$ cat config.mk
export PLATFORM = sky130hd
export DESIGN_NAME = mdu_ctrl
export DESIGN_NICKNAME = d
export VERILOG_FILES = /design/src/rtl/mdu_ctrl_pkg.sv /design/src/rtl/mdu_ctrl_div_core.sv /design/src/rtl/mdu_ctrl.sv
export SDC_FILE = /design/constraint.sdc
export NUM_CORES = 2
export LEC_CHECK = 0
export ABC_AREA = 1
export CORE_MARGIN = 2
export CORE_UTILIZATION = 70
export CTS_CLUSTER_SIZE = 8
export DETAILED_ROUTE_END_ITERATION = 6
export PLACE_DENSITY = 0.89
export SLEW_MARGIN = 20
export SYNTH_ARGS = -nofsm -noshare
export SYNTH_HDL_FRONTEND = slang
export SYNTH_SLANG_ARGS = --single-unit
$ cat constraint.sdc
create_clock -name clk -period 25.6 [get_ports clk]
set_input_delay 3.84 -clock clk [delete_from_list [all_inputs] [get_ports clk]]
set_output_delay 3.84 -clock clk [all_outputs]
set_load 0.02 [all_outputs]
$ cat src/rtl/mdu_ctrl_pkg.sv
// Shared definitions for the multiply/divide unit controller: op codes,
// FSM state encoding and default datapath sizes.
package mdu_ctrl_pkg;

    localparam int MDU_WIDTH    = 32;
    localparam int MDU_DIV_ITER = 32;

    typedef enum logic [2:0] {
        MDU_NOP = 3'd0,
        MULT    = 3'd1,
        MULTU   = 3'd2,
        DIV     = 3'd3,
        DIVU    = 3'd4,
        MTHI    = 3'd5,
        MTLO    = 3'd6
    } mdu_op_e;

    typedef enum logic [1:0] {
        ST_IDLE = 2'd0,
        ST_MUL  = 2'd1,
        ST_DIV  = 2'd2,
        ST_DONE = 2'd3
    } mdu_state_e;

    // Ops that occupy the unit for more than one cycle and hold the pipeline.
    function automatic logic is_long_op(input mdu_op_e op);
        return (op == MULT) || (op == MULTU) || (op == DIV) || (op == DIVU);
    endfunction

endpackage

$ cat src/rtl/mdu_ctrl_div_core.sv
// Unsigned radix-2 restoring divider: one quotient bit per cycle, DIV_ITER cycles.
// quot/rem present the result of the step being taken this cycle, valid when last=1.
module div_core
    import mdu_ctrl_pkg::*;
#(
    parameter int WIDTH    = MDU_WIDTH,
    parameter int DIV_ITER = MDU_DIV_ITER
) (
    input  logic             clk,
    input  logic             rst,
    input  logic             start,
    input  logic             abort,
    input  logic [WIDTH-1:0] dividend,
    input  logic [WIDTH-1:0] divisor,
    output logic [WIDTH-1:0] quot,
    output logic [WIDTH-1:0] rem,
    output logic             last
);

    localparam int CNT_W = (DIV_ITER > 1) ? $clog2(DIV_ITER) : 1;

    logic             busy;
    logic [CNT_W-1:0] cnt;
    logic [WIDTH-1:0] rem_r;
    logic [WIDTH-1:0] quot_r;
    logic [WIDTH-1:0] divisor_r;
    logic [WIDTH:0]   shifted;
    logic [WIDTH:0]   diff;

    // The partial remainder fits in WIDTH+1 bits, so the top bit of diff is the borrow.
    always_comb begin
        shifted = {rem_r, quot_r[WIDTH-1]};
        diff    = shifted - {1'b0, divisor_r};
        rem     = diff[WIDTH] ? shifted[WIDTH-1:0] : diff[WIDTH-1:0];
        quot    = {quot_r[WIDTH-2:0], ~diff[WIDTH]};
    end

    assign last = busy && (cnt == CNT_W'(DIV_ITER - 1));

    always_ff @(posedge clk) begin
        if (!rst) begin
            busy      <= 1'b0;
            cnt       <= '0;
            rem_r     <= '0;
            quot_r    <= '0;
            divisor_r <= '0;
        end else if (abort) begin
            busy <= 1'b0;
            cnt  <= '0;
        end else if (start) begin
            busy      <= 1'b1;
            cnt       <= '0;
            rem_r     <= '0;
            quot_r    <= dividend;
            divisor_r <= divisor;
        end else if (busy) begin
            rem_r  <= rem;
            quot_r <= quot;
            if (last) begin
                busy <= 1'b0;
                cnt  <= '0;
            end else begin
                cnt <= cnt + 1'b1;
            end
        end
    end

endmodule

$ cat src/rtl/mdu_ctrl.sv
// EX-stage multiply/divide controller: owns HI/LO, sequences MULT/DIV variants,
// performs MTHI/MTLO writes and stalls the pipeline during long operations.
module mdu_ctrl
    import mdu_ctrl_pkg::*;
#(
    parameter int DIV_ITER = MDU_DIV_ITER,
    parameter int WIDTH    = MDU_WIDTH
) (
    input  logic               clk,
    input  logic               rst,
    input  logic               op_valid,
    input  logic [2:0]         op,
    input  logic [WIDTH-1:0]   a,
    input  logic [WIDTH-1:0]   b,
    input  logic               flush,
    output logic               stall,
    output logic               done,
    output logic [2*WIDTH-1:0] hilo_out
);

    mdu_state_e state, next_state;
    mdu_op_e    op_e;

    logic [2*WIDTH-1:0] hilo;
    logic [WIDTH-1:0]   mul_a, mul_b;
    logic               mul_signed;
    logic               neg_q, neg_r;
    logic [2*WIDTH-1:0] ext_a, ext_b, product;

    logic               mul_start, mul_wr;
    logic               div_start, div_wr, div_abort;
    logic               hi_wr, lo_wr;
    logic               div_signed, b_zero;
    logic [WIDTH-1:0]   div_dividend, div_divisor;
    logic [WIDTH-1:0]   div_quot, div_rem;
    logic               div_last;
    logic [WIDTH-1:0]   quot_fix, rem_fix;

    assign op_e       = mdu_op_e'(op);
    assign b_zero     = (b == '0);
    assign div_signed = (op_e == DIV);
    assign hilo_out   = hilo;

    // Signed division runs on magnitudes; the signs are reapplied at commit.
    always_comb begin
        div_dividend = (div_signed && a[WIDTH-1]) ? (~a + 1'b1) : a;
        div_divisor  = (div_signed && b[WIDTH-1]) ? (~b + 1'b1) : b;
        quot_fix     = neg_q ? (~div_quot + 1'b1) : div_quot;
        rem_fix      = neg_r ? (~div_rem + 1'b1) : div_rem;
    end

    // Low 2*WIDTH bits of the extended product are correct for both signednesses.
    always_comb begin
        ext_a   = mul_signed ? {{WIDTH{mul_a[WIDTH-1]}}, mul_a} : {{WIDTH{1'b0}}, mul_a};
        ext_b   = mul_signed ? {{WIDTH{mul_b[WIDTH-1]}}, mul_b} : {{WIDTH{1'b0}}, mul_b};
        product = ext_a * ext_b;
    end

    always_ff @(posedge clk) begin
        if (!rst) state <= ST_IDLE;
        else      state <= next_state;
    end

    always_comb begin
        next_state = state;
        if (flush) begin
            next_state = ST_IDLE;
        end else begin
            unique case (state)
                ST_IDLE: begin
                    if (op_valid) begin
                        case (op_e)
                            MULT, MULTU: next_state = ST_MUL;
                            DIV, DIVU:   next_state = b_zero ? ST_DONE : ST_DIV;
                            default:     next_state = ST_IDLE;
                        endcase
                    end
                end
                ST_MUL:  next_state = ST_DONE;
                ST_DIV:  next_state = div_last ? ST_DONE : ST_DIV;
                ST_DONE: next_state = ST_IDLE;
                default: next_state = ST_IDLE;
            endcase
        end
    end

    // In MUL/DIV a flush still holds stall this cycle; it only blocks the commit.
    always_comb begin
        stall     = 1'b0;
        done      = 1'b0;
        mul_start = 1'b0;
        mul_wr    = 1'b0;
        div_start = 1'b0;
        div_wr    = 1'b0;
        div_abort = 1'b0;
        hi_wr     = 1'b0;
        lo_wr     = 1'b0;
        unique case (state)
            ST_IDLE: begin
                if (op_valid && !flush) begin
                    stall = is_long_op(op_e);
                    case (op_e)
                        MULT, MULTU: mul_start = 1'b1;
                        DIV, DIVU:   div_start = !b_zero;
                        MTHI:        hi_wr     = 1'b1;
                        MTLO:        lo_wr     = 1'b1;
                        default:     ;
                    endcase
                end
            end
            ST_MUL: begin
                stall  = 1'b1;
                mul_wr = !flush;
            end
            ST_DIV: begin
                stall     = 1'b1;
                div_abort = flush;
                div_wr    = !flush && div_last;
            end
            ST_DONE: done = !flush;
            default: ;
        endcase
    end

    always_ff @(posedge clk) begin
        if (!rst) begin
            hilo       <= '0;
            mul_a      <= '0;
            mul_b      <= '0;
            mul_signed <= 1'b0;
            neg_q      <= 1'b0;
            neg_r      <= 1'b0;
        end else begin
            if (mul_start) begin
                mul_a      <= a;
                mul_b      <= b;
                mul_signed <= (op_e == MULT);
            end
            if (div_start) begin
                neg_q <= div_signed && (a[WIDTH-1] ^ b[WIDTH-1]);
                neg_r <= div_signed && a[WIDTH-1];
            end
            if (mul_wr)      hilo                <= product;
            else if (div_wr) hilo                <= {rem_fix, quot_fix};
            if (hi_wr)       hilo[2*WIDTH-1:WIDTH] <= a;
            if (lo_wr)       hilo[WIDTH-1:0]       <= a;
        end
    end

    div_core #(
        .WIDTH    (WIDTH),
        .DIV_ITER (DIV_ITER)
    ) u_div_core (
        .clk      (clk),
        .rst      (rst),
        .start    (div_start),
        .abort    (div_abort),
        .dividend (div_dividend),
        .divisor  (div_divisor),
        .quot     (div_quot),
        .rem      (div_rem),
        .last     (div_last)
    );

endmodule
Word-level counts from Yosys, hierarchy flattened:

Index checks and enable logic that the tools add are counted.

* bitwise logic cells: 8
* reductions and logical operators: 24
* mux-type cells: 42
* equal/unequal tests: 11
* multipliers: 1
* add/subtract/negate cells: 6

Operator list (count)
* 2-to-1 mux 32 bit: 11
* 2-to-1 mux 64 bit: 4
* adder 32 x 1 -> 32 bit, second input constant: 4
* NOT 32 bit: 4
* multiplier 64 x 64 -> 64 bit: 1
* subtractor 33 x 32 -> 33 bit: 1
* logical NOT 32 bit: 1
* 2-to-1 mux 1 bit: 22
* OR reduction 2 bit: 5
* == test 3 bit, second input constant: 3
* one-hot mux 2 bit (4 select lines): 1
* == test 3 x 2 -> 1 bit, second input constant: 2
* logical AND 1 bit: 6
* nonzero test 3 bit: 2
* adder 5 x 1 -> 5 bit, second input constant: 1
* == test 5 bit, second input constant: 1
* 2-to-1 mux 5 bit: 1
* == test 2 bit, second input constant: 2
* one-hot mux 2 bit (2 select lines): 1
* AND reduction 2 bit: 2
* == test 3 x 1 -> 1 bit, second input constant: 1
* logical OR 1 bit: 3
* NOT 1 bit: 3
* OR reduction 3 bit: 1
* 8 further kinds: 9

* word-level logic and storage cells: 105
* bits in registers: 235
* bits of input ports: 71

Logic depth before layout (Yosys ltp):

* depth in word-level cells: 8
* gate-level depth with buffers: 42

Hierarchy:

From an unflattened synthesis, not the netlist that was laid out.

* cell total of the unflattened synthesis: 8721
* area, all modules: 66045.8 µm²

Modules (own cells, without submodules)
* mdu_ctrl: area an instance 58559.9 µm², times used 1, cells each 7502, sequential area each 2662.6 µm²
* div_core: area an instance 7485.9 µm², times used 1, cells each 1219, sequential area each 2042.0 µm²

Worst setup path after synthesis:

OpenSTA, ideal clock, no wires.

* path type: in2out
* start: input op[0]
* end: output stall
* setup slack: 16.662 ns
* stages on the path: 7
* buffers on the path: 1
* data arrival time: 5.098 ns
* path through: inv_1 -> nor2_1 -> o211ai_1 -> nor2_1 -> clkbuf_1 -> nor2_1 -> a21oi_1

* longest elaborated chain between the ends: 6

RTL lines
* from (decl): RTL line mdu_ctrl.sv:12 `input logic [2:0] op,`
* == test 3 x 1 -> 1 bit or == test 3 x 2 -> 1 bit (tied branches): RTL line mdu_ctrl_pkg.sv:27 `return (op == MULT) || (op == MULTU) || (op == DIV) || (op == DIVU);`
* logical OR 1 bit (2 in series): RTL line mdu_ctrl_pkg.sv:27
* logical OR 1 bit (*): RTL line mdu_ctrl_pkg.sv:27
* 2-to-1 mux 1 bit (*): RTL line mdu_ctrl.sv:100 `if (op_valid && !flush) begin`
* one-hot mux 1 bit (2 select lines) (*): RTL line mdu_ctrl.sv:98 `unique case (state)`
* to (decl): RTL line mdu_ctrl.sv:16 `output logic stall,`

Every way passes the cells marked *; elsewhere a longest branch is shown, timed or not.

Worst setup path after layout:

* start: register mul_signed
* end: register hilo[62], in the netlist hilo_out[62]

* longest elaborated chain between the ends: 4

RTL lines
* from (decl): RTL line mdu_ctrl.sv:26 `logic mul_signed;`
* from (signal assigned): RTL line mdu_ctrl.sv:137 `mul_signed <= (op_e == MULT);`
* 2-to-1 mux 64 bit (on tied branches): RTL line mdu_ctrl.sv:54, mdu_ctrl.sv:55
* multiplier 64 x 64 -> 64 bit (*): RTL line mdu_ctrl.sv:56 `product = ext_a * ext_b;`
* 2-to-1 mux 64 bit (*): RTL line mdu_ctrl.sv:143 `if (mul_wr) hilo <= product;`
* 2-to-1 mux 32 bit (*): RTL line mdu_ctrl.sv:145 `if (hi_wr) hilo[2*WIDTH-1:WIDTH] <= a;`
* to (signal assigned): RTL line mdu_ctrl.sv:143
* to (signal assigned): RTL line mdu_ctrl.sv:144 `else if (div_wr) hilo <= {rem_fix, quot_fix};`
* to (decl): RTL line mdu_ctrl.sv:24 `logic [2*WIDTH-1:0] hilo;`

Marked as above.
A chain may end at the register's enable or synchronous reset.

==> impl_metrics.csv <==
group,metric,value,unit
outcome,outcome,"finished with violations",
outcome,violations,"DRC",
detailed_routing,antenna_left,0,
sta,fmax,0.0984,GHz
min_path,hold_class,"reg2reg",
critical_path,cp_num_buf_inv,13,
power_and_ir_drop,leakagePower,39.8,nW
synth,synth_common_cells,"2621 x inv_1, 1837 x nand2_1, 1420 x fa_1",
synth,seq_area_frac_synth,7.21,%
placement,port_buffers,136,
cells_and_area,areaGrowthSynthToFinish,4.66,%
grt,grtUsageTotal,46.3,%
cells_and_area,layout.nets,10300,
grt,grt_use_met3,13.5,%
detailed_routing,first_pass_iters,7,
grt,grt_pass1_wl,332,mm
grt,grt_max_degree,90,
critical_path,cp-start-kind,"flip-flop",
sta,fin_worst_skew,35.8,ps
power_and_ir_drop,ir_drop,80.3,uV
clock_network,cts-hold-fix-buffers,0,
cells_and_area,final_cells,9707,
cells_and_area,drive_gt1_share,2.93,%
synth,ys_types,59,
die,initial_utilization,70.3,%
critical_path,critical_path.max_stage_delay,970,ps
synth,synthesis.area,65300,um2
die,ioPinCount,137,
clock_network,htreeDepth,2,
die,coreArea,92900,um2
critical_path,crit_path_end_kind,"flip-flop",
synth,synthesis.instances,8565,
detailed_routing,first_iter_violations,6043,
grt,met1_usage,56.2,%
detailed_routing,drt-total-wl,215,mm
clock_network,cts-resized-gates,0,
detailed_routing,vias,56700,
synth,synth_seq_cells,235,
die,dieArea,95700,um2
synth,synth.most_common_cell,"inv_1",
sta,worst_pin_slew,1230,ps
critical_path,cp.arrival,10590,ps
synth,yosys-top-cells-area,"fa_1 44%, inv_1 15%, nand2_1 11%",
cells_and_area,final_area,68300,um2
sta,finalCritPeriodShare,39.7,%
sta,slew_headroom,17.7,%
sta,hold_viol_final,0,
critical_path,cp_common_cell,"inv_1",
die,die_h,309,um
synth,yosysWarnings,0,
placement,dp.cells,9658,
run,drv_cap,0,
clock_network,path_clk_slew,50,ps
detailed_routing,vias_per_cell,5.84,
synth,synth_flop_cell,"dfxtp_1",
clock_network,insertion_delay,540,ps
synth,synthArstFlopShare,0,%
critical_path,critPathKind,"reg2reg",
clock_network,cts.sinks,235,
critical_path,critical-path-slowest-cell,"fa_1",
sta,fin_crit,10160,ps
clock_network,post_cts_buffers,0,
grt,grt_antenna_before_repair,8,
critical_path,crit_path_max_fanout,27,
grt,overflow,0,
synth,synth_fp_nets,10400,
sta,setup_tns,0,ps
placement,dp_hpwl,173,mm
critical_path,critPathTopFamily,"adder cells",
detailed_routing,routedWlPerCell,22.1,um
sta,rsz0062_at_grt,"false",
die,die_x,309,um
grt,grt_pass1_vias,60000,
synth,synth-edff-count,0,
die,row_count,112,
detailed_routing,drc,10,
clock_network,cts-root-buf,"clkbuf_16",
grt,busiest_layer,"met2",
sta,slew_violations,0,
synth,yosysTopAreaCellShare,43.6,%
placement,detailed_place.area,67400,um2
synth,avgSynthCellArea,7.62,um2
grt,grtUsageMet2,69.9,%
power_and_ir_drop,powerDensity,28.3,nW/um2
clock_network,cts_buffers,35,
synth,synth_top_area_cell,"fa_1",
placement,place_congestion,1.06,
clock_network,cts_buffer_depth,3,
clock_network,cts_tree,"built",
critical_path,cp.required,26030,ps
sta,setup_viol,0,
[metal layers]
| layer | vias up | share of wire (%) |
|---|---|---|
| li1 | 24300 | - |
| met1 | 27300 | 34 |
| met2 | 3852 | 44 |
| met3 | 1214 | 13 |
| met4 | 4 | 9.6 |
| met5 | - | 0.020 |
[layout make-up]
cell class / count / area (um2)
timing repair buffer: 219 / 1980
inverter: 2636 / 9890
tap: 1254 / 1570
antenna: 9 / 22.5
multi-input combinational: 5314 / 49200
clock inverter: 4 / 31.3
fill: 6910 / 24600
clock buffer: 36 / 890
sequential: 235 / 4720
[power by group]
group,total (mW),switching [mW],internal [mW]
registers,0.413,0.0295,0.384
logic,1.09,0.794,0.300
clock network,0.428,0.182,0.245
total,1.94,1.01,0.929
[stage by stage]
stage	hold slack [ps]	setup slack (ps)	power, mW	utilization (%)
finish	474	15440	1.94	73.5
global route	499	14990	2.03	73.5
CTS	467	15580	1.88	73.5
detailed placement	461	15620	1.46	72.5
global placement	452	15920	1.45	72.5
floorplan	432	16660	1.16	-
[final timing paths]
| check | from | to | slack, ps | cells past startpoint |
|---|---|---|---|---|
| setup reg to reg | mul_signed | hilo_out[62] | 15440 | 35 |
| hold reg to reg | u_div_core.cnt[4] | u_div_core.cnt[4] | 470 | 2 |
| hold / removal | u_div_core.cnt[4] | u_div_core.cnt[4] | 470 | 2 |
| setup / recovery | mul_signed | hilo_out[62] | 15440 | 35 |
[tightest hold or removal path, cell delays in order, from the launching register on]
cell and delay [ps]:
dfxtp_1 310, nand2_1 60, a21oi_1 50
[placed cells by master (no fill, tap or decap), types with 84 or more instances in the layout]
cell and n:
inv_1 2619, ha_1 351, nand3_1 188, nand2_1 1835, clkdlybuf4s50_1 135, dfxtp_1 223
fa_1 1420, buf_4 84, o21ai_0 264, nor2_1 377, a21oi_1 334, xor2_1 87
[sequential cells by signal (all words and copies together) (netlist names)]
name                  flops
neg_q                     1
state                     2
u_div_core.divisor_r     32
u_div_core.busy           1
u_div_core.quot_r        32
u_div_core.rem_r         32
mul_signed                1
hilo_out                 64
mul_b                    32
u_div_core.cnt            5
mul_a                    32
neg_r                     1
[cell families after synthesis]
group | count (synthesis) | share of synthesized area (%)
AO/OA/AOI/OAI | 812 | 7.12
XOR/XNOR | 135 | 1.81
adder cells (fa/ha/maj) | 1771 | 50.3
buffers and inverters | 3016 | 17.4
flip-flops | 235 | 7.21
AND/OR/NAND/NOR | 2596 | 16.1
Note: power is estimated with default switching activity, not from simulation.
